### config.mk
export PLATFORM = sky130hd
export DESIGN_NAME = fir_out_fifo
export DESIGN_NICKNAME = d
export VERILOG_FILES = /design/src/rtl/fir_out_fifo.sv
export SDC_FILE = /design/constraint.sdc
export NUM_CORES = 1
export LEC_CHECK = 0
export BUFFER_PORTS_ARGS = -buffer_cell sky130_fd_sc_hd__buf_2
export CAP_MARGIN = 5
export CORE_MARGIN = 3
export CORE_UTILIZATION = 55
export DETAILED_ROUTE_END_ITERATION = 8
export GPL_ROUTABILITY_DRIVEN = 0
export PLACE_DENSITY = 0.75
export SYNTH_ARGS = -nofsm -noshare
export SYNTH_HDL_FRONTEND = slang
export SYNTH_SLANG_ARGS = --single-unit
### constraint.sdc
create_clock -name CLK -period 2.8 [get_ports CLK]
set_input_delay 0.56 -clock CLK [delete_from_list [all_inputs] [get_ports CLK]]
set_output_delay 0.56 -clock CLK [all_outputs]
set_load 0.05 [all_outputs]
### src/rtl/fir_out_fifo.sv
`default_nettype none
// ============================================================================
// Module      : fir_out_fifo
// Description : Show-ahead output FIFO behind the FIR stage. It provides
//               registered PAUSE back-pressure and a sticky overflow flag.
// Revision    : 1.0 - initial release
// ============================================================================
module fir_out_fifo #(
    parameter int NB       = 8,
    parameter int DEPTH    = 16,
    parameter int PAUSE_TH = 12
) (
    input  logic                     CLK,
    input  logic                     RST_n,
    input  logic [NB-1:0]            DIN,
    input  logic                     VIN,
    input  logic                     READY,
    output logic [NB-1:0]            DOUT,
    output logic                     VOUT,
    output logic                     PAUSE,
    output logic                     OVF,
    output logic [$clog2(DEPTH):0]   COUNT
);

    localparam int                 c_AW       = $clog2(DEPTH);
    localparam logic [c_AW:0]      c_DEPTH    = (c_AW+1)'(DEPTH);
    localparam logic [c_AW:0]      c_PAUSE_TH = (c_AW+1)'(PAUSE_TH);
    localparam logic [c_AW:0]      c_CNT_ONE  = (c_AW+1)'(1);
    localparam logic [c_AW-1:0]    c_PTR_ONE  = c_AW'(1);

    logic [NB-1:0]   r_mem [DEPTH];
    logic [c_AW-1:0] r_wr_ptr;
    logic [c_AW-1:0] r_rd_ptr;
    logic [c_AW:0]   r_count;
    logic            r_pause;
    logic            r_ovf;

    logic            w_empty;
    logic            w_full;
    logic            w_pop;
    logic            w_push;
    logic            w_drop;
    logic [c_AW:0]   w_count_nxt;

    assign w_empty = (r_count == '0);
    assign w_full  = (r_count == c_DEPTH);

    // A pop frees the slot on the same edge, so a full FIFO still accepts a push.
    assign w_pop   = !w_empty && READY;
    assign w_push  = VIN && (!w_full || w_pop);
    assign w_drop  = VIN && w_full && !w_pop;

    always_comb begin
        w_count_nxt = r_count;
        case ({w_push, w_pop})
            2'b10:   w_count_nxt = r_count + c_CNT_ONE;
            2'b01:   w_count_nxt = r_count - c_CNT_ONE;
            default: w_count_nxt = r_count;
        endcase
    end

    // Storage holds no reset; stale entries are never visible because DOUT is gated.
    always_ff @(posedge CLK) begin
        if (w_push) begin
            r_mem[r_wr_ptr] <= DIN;
        end
    end

    always_ff @(posedge CLK or negedge RST_n) begin
        if (!RST_n) begin
            r_wr_ptr <= '0;
            r_rd_ptr <= '0;
            r_count  <= '0;
            r_pause  <= 1'b0;
            r_ovf    <= 1'b0;
        end else begin
            if (w_push) begin
                r_wr_ptr <= r_wr_ptr + c_PTR_ONE;
            end
            if (w_pop) begin
                r_rd_ptr <= r_rd_ptr + c_PTR_ONE;
            end
            r_count <= w_count_nxt;
            r_pause <= (w_count_nxt >= c_PAUSE_TH);
            if (w_drop) begin
                r_ovf <= 1'b1;
            end
        end
    end

    assign VOUT  = !w_empty;
    assign DOUT  = w_empty ? '0 : r_mem[r_rd_ptr];
    assign PAUSE = r_pause;
    assign OVF   = r_ovf;
    assign COUNT = r_count;

endmodule
`default_nettype wire

; Yosys cells after proc, flatten, opt, wreduce, memory -nomap -nowiden
; Memory sizes are Yosys's and may differ from the RTL's.
; Index checks and enable logic that the tools add are counted.
[totals]
register_bits = 15
ramBits = 128
inputBits = 12
word_cells = 27
mem_count = 1
[op_classes]
addsub = 4
magnitude_cmp = 1
eq_ne = 3
n_mux = 4
n_reduce_logical = 9
[mem_list]
columns = memory, words, word_bits, rd, rd_clocked_by_memory_dff, wr, line_no
row1 = r_mem, 16, 8, 1, 0, 1, 31  ; logic [NB-1:0] r_mem [DEPTH];
[op_table]
columns = op, n
row1 = 5-bit case mux with 2 select lines, 1
row2 = "4-bit by 1-bit adder with 4-bit output, second input constant", 2
row3 = 8-bit 2-to-1 mux, 1
row4 = "5-bit by 1-bit adder with 5-bit output, second input constant", 1
row5 = "5-bit equality test, second input constant", 1
row6 = "5-bit by 4-bit >= comparator with 1-bit output, second input constant", 1
row7 = 5-bit zero test, 1
row8 = "5-bit by 1-bit subtractor with 5-bit output, second input constant", 1
row9 = 1-bit logical AND, 4
row10 = 1-bit zero test, 3
row11 = "2-bit by 1-bit equality test with 1-bit output, second input constant", 1
row12 = "2-bit equality test, second input constant", 1
row13 = 1-bit 2-to-1 mux, 2
row14 = 1-bit logical OR, 1

; Depth between registers and ports, before layout
[depth]
ltp_word = 8
mapped_depth = 15
depth_no_buf = 12

; Worst setup path before layout
; OpenSTA, ideal clock, no wires.
[synth_timing]
path_kind = register to register
startpoint = reg r_count[1], in the netlist COUNT[1]
endpoint = reg r_pause, in the netlist PAUSE
setup_ns = 0.118
arrival_ns = 3.050
required_time_ns = 2.682
slack_ns = -0.368
path_stages_with_launch = 16
period_less_slack_ns = 3.168
path_cell_list = dfrtp_1 -> buf_2 -> nor4_1 -> nor2b_1 -> buf_4 -> nor2b_1 -> buf_2 -> ha_1 -> clkbuf_1 -> xor2_1 -> ha_1 -> a21oi_1 -> xor2_1 -> nor2_1 -> xor2_1 -> a21o_1
[synth_between]
elab_chain_len = 8
elab_cells_between_ends = 13
cone_classes = add/sub: 2 / order compare: 1 / eq/ne: 3 / mux: 1 / reduce/logical: 6
[synth_lines]
columns = element, line_no
row1 = "start, declared", 34  ; logic [c_AW:0] r_count;
row2 = "start signal, assigned", 83  ; r_count <= w_count_nxt;
row3 = 5-bit zero test (*), 45  ; assign w_empty = (r_count == '0);
row4 = 1-bit zero test (*), 49  ; assign w_pop = !w_empty && READY;
row5 = 1-bit logical AND (*), 49
row6 = named net w_pop, 40  ; logic w_pop;
row7 = 1-bit logical OR, 50  ; assign w_push = VIN && (!w_full || w_pop);
row8 = 1-bit logical AND, 50
row9 = 2-bit by 1-bit equality test with 1-bit output / 2-bit equality test (equally long branches), 55  ; case ({w_push, w_pop})
row10 = 5-bit case mux with 2 select lines (*), 55
row11 = named net w_count_nxt[2], 43  ; logic [c_AW:0] w_count_nxt;
row12 = 5-bit by 4-bit >= comparator with 1-bit output (*), 84  ; r_pause <= (w_count_nxt >= c_PAUSE_TH);
row13 = "end signal, assigned", 84
row14 = "end, declared", 35  ; logic r_pause;
; Mark *: on every way through the listed nets, which the timed path passes. The rest lies on a longest branch.
; A chain may end at the register's enable or synchronous reset.

; Worst setup path in the final report
[layout_timing]
startpoint = reg r_rd_ptr[0]
endpoint = out DOUT[4]
[layout_between]
elab_chain_len = 2
[layout_lines]
columns = element, line_no
row1 = "start, declared", 33  ; logic [c_AW-1:0] r_rd_ptr;
row2 = "start signal, assigned", 81  ; r_rd_ptr <= r_rd_ptr + c_PTR_ONE;
row3 = memory 16 x 8 bit, -
row4 = 8-bit 2-to-1 mux, 92  ; assign DOUT = w_empty ? '0 : r_mem[r_rd_ptr];
row5 = "end, declared", 18  ; output logic [NB-1:0] DOUT,
; No other way between the ends.

==> flow_summary.toml <==
[status]
status = "complete, but fails checks"
violations = "negative setup slack"

[worst_setup_path]
crit_path_end_kind = "output pin"
r2r-start = "COUNT[2]$_DFF_PN0_"
worst-path-max-fanout = 7
r2r-end = "PAUSE$_DFF_PN0_"
rr_worst_depth = 11
path_class = "flop to output pin"
cp_data_arrival_time_ns = 2.50
r2r_slack_ns = 0.24
start_kind = "flop"
required_ns = 2.24

[logic_synthesis]
ys.flop_type = "edfxtp_1"
postSynth.asyncResetShare = 0.105
syn_inst = 283
avgSynthCellArea_um2 = 21.0
yosys_warnings = 0
synth-edff-count = 128
synth_seq_cells = 143
synth_fp_nets = 303
synthDistinctLibCells = 36
seq_area_frac_synth = 0.710
syn_area_mm2 = 0.00595

[grt]
first_global_vias = 2971
met2_usage = 0.358
grt-ovfl-total = 0
antenna_found_initial = 1
met1_usage = 0.284
grt_use_total = 0.217
grt_max_degree = 36
globalRoute.busiestLayer = "met2"
grt_util_met3 = 0.0594
grt_pass1_wl_um = 17900

[worst_hold_path]
hold_end = "OVF$_DFFE_PN0P_"
holdPathStages = 3
hp-start = "VIN"
hold_class = "input pin to flop"

[power_and_ir_drop]
power.density_mw_per_mm2 = 1160
leakagePower_nw = 2.41
ir_drop_v = 0.000639

[final_layout]
nets = 353
syn_to_final_growth_pct = 15.9
fillCellCount = 687
post-route-cell-area_mm2 = 0.00689
n_antenna_cell = 0
drive_gt1_frac = 0.368
utilization = 0.662

[clock_network]
clkTransAtPathRegs_ns = 0.06
cts_root_buf = "clkbuf_8"
cts.sinks = 143
clock_path_buffers = 2
clkLatencyLatePin_ns = 0.51
cts_tree = "yes"
cts-buffers-inserted = 17
cts-htree-levels = 4

[floorplan]
die_h_um = 110
start_util = 0.571
chipWidth_um = 110
core-area_mm2 = 0.0104
rows = 37
fp.dieArea_mm2 = 0.0121
io_pins = 28

[detailed_routing]
drc = 0
vias = 2853
wire_per_inst_um = 24.7
drt_wl_total_um = 11900
drt_iter0_markers = 203
first_pass_iters = 4
detail-route-antenna-nets = 0
viasPerCell = 5.93

[sta]
max_clock_freq_mhz = 326
setup_ws_ns = -0.265
fin_crit_ns = 3.06
relSlewSlack = 0.556
rsz0062_at_grt = "true"
post-route-period-util = 1.09
finalSetupViolations = 8
skew_ns = 0.0102
finalMaxSlewViolations = 0
hold_viol = 0
tightestPinTransition_ns = 0.666

[run]
cap_viol_max_count = 0

[placement]
io_buffers = 27
dpl.hpwl_um = 7060
place_area_mm2 = 0.00626
## routing by layer
metal,vias to the layer above,routed length [um]
met3,23,784
met2,90,6050
li1,1242,-
met4,2,290
met1,1496,4750
met5,-,13
## cells in the mapped netlist (3+ instances only)
library cell,count,share of area
dfrtp_1,15,0.063
nand2_1,3,0.0019
mux4_1,18,0.080
mux4_2,22,0.083
and2_1,13,0.014
and3_1,5,0.0053
ha_1,8,0.017
clkbuf_1,7,0.0044
xnor2_1,7,0.010
inv_1,7,0.0044
nor2b_4,8,0.019
edfxtp_1,128,0.65
xor2_1,5,0.0074
## worst max-delay path by stage
| stage | cells past startpoint | start | slack (ns) | end |
|---|---|---|---|---|
| floorplan | 14 | COUNT[2]$_DFF_PN0_ | -0.12 | PAUSE$_DFF_PN0_ |
| global placement | 10 | READY | 0.18 | PAUSE$_DFF_PN0_ |
| detailed placement | 10 | READY | 0.12 | PAUSE$_DFF_PN0_ |
| CTS | 6 | r_rd_ptr[0]$_DFFE_PN0P_ | -0.27 | DOUT[0] |
| global route | 6 | r_rd_ptr[0]$_DFFE_PN0P_ | -0.34 | DOUT[0] |
| finish | 6 | r_rd_ptr[0]$_DFFE_PN0P_ | -0.26 | DOUT[4] |
## cells in the final DEF, fill, tap and decap left out, types with 2 or more instances in the layout
cell type / Yosys / routed
edfxtp_1: 128 / 128
mux4_2: 22 / 37
buf_2: 2 / 19
clkbuf_16: 0 / 16
and2_1: 13 / 13
buf_4: 1 / 11
dfrtp_1: 15 / 10
buf_6: 2 / 10
nor2b_4: 8 / 8
ha_1: 8 / 8
inv_1: 7 / 7
xnor2_1: 7 / 7
dfrtp_2: 0 / 5
xor2_1: 5 / 5
and3_1: 5 / 5
clkinv_2: 0 / 4
clkinvlp_4: 0 / 4
clkinv_1: 0 / 4
mux4_1: 18 / 3
nand2_1: 3 / 3
buf_12: 0 / 3
nor2b_2: 0 / 2
a21oi_1: 2 / 2
a211oi_1: 2 / 2
o21bai_1: 2 / 2
nor2_1: 2 / 2
mux2_2: 2 / 2
a21o_1: 2 / 2
nor3_1: 2 / 2
a31oi_1: 2 / 2
nand4_1: 2 / 2
buf_8: 2 / 2
## stage by stage
stage	TNS [ns]	power [W]	hold slack, ns	worst slack (ns)	std cells
floorplan	-0.121	0.00506	0.264	-0.121	283
global placement	0	0.00561	0.455	0.179	440
detailed placement	0	0.00569	0.464	0.117	440
CTS	-2.02	0.00795	0.283	-0.271	480
global route	-2.41	0.00833	0.311	-0.338	481
finish	-1.81	0.00797	0.298	-0.265	481
## flip-flops by register name, summed over array words and instances, names as in the netlist
name	flops
r_rd_ptr	4
r_wr_ptr	4
COUNT	5
r_mem	128
OVF	1
PAUSE	1
## where the power goes
group | leakage, nW | total, W | switching (W) | internal (W)
registers | 1.33 | 0.00287 | 0.000230 | 0.00264
logic | 0.847 | 0.00323 | 0.00168 | 0.00155
clock network | 0.233 | 0.00187 | 0.000807 | 0.00106
## worst max-delay path, stage by stage (launching register included)
cell and delay (ns):
dfrtp_2 0.40, buf_6 0.14, buf_12 0.14, mux4_1 0.54
mux4_2 0.47, nor2b_4 0.15, buf_6 0.16
## kinds of logic (layout without fill, tap and decap cells)
kind of cell,after synthesis,after routing,share of synthesized area
and+or+nand+nor,43,43,0.0539
DFF,143,143,0.710
buffers and inverters,23,85,0.0219
xor gates and xnor gates,12,12,0.0177
muxes,42,42,0.167
adders and majority gates,8,8,0.0168
AOI/OAI and AO/OA,12,12,0.0135
## layout make-up
type	instances	area [um2]	share of cell area
inverter	7	26.3	0.00381
timing repair buffer	47	418	0.0606
clock buffer	18	418	0.0606
clock inverter	13	73.8	0.0107
multi-input combinational	117	1560	0.226
sequential	143	4230	0.613
tap	136	170	0.0247
## timing repair
| item | CTS | global route |
|---|---|---|
| endpoints found under the setup margin | 8 | 11 |
| gates cloned | 1 | 0 |
| hold buffers | 1 | 0 |
| buffers inserted | 7 | 2 |
| endpoints found under the hold margin | 15 | 0 |
| resized for setup | 34 | 10 |
Power figures use the tool's default switching activity.
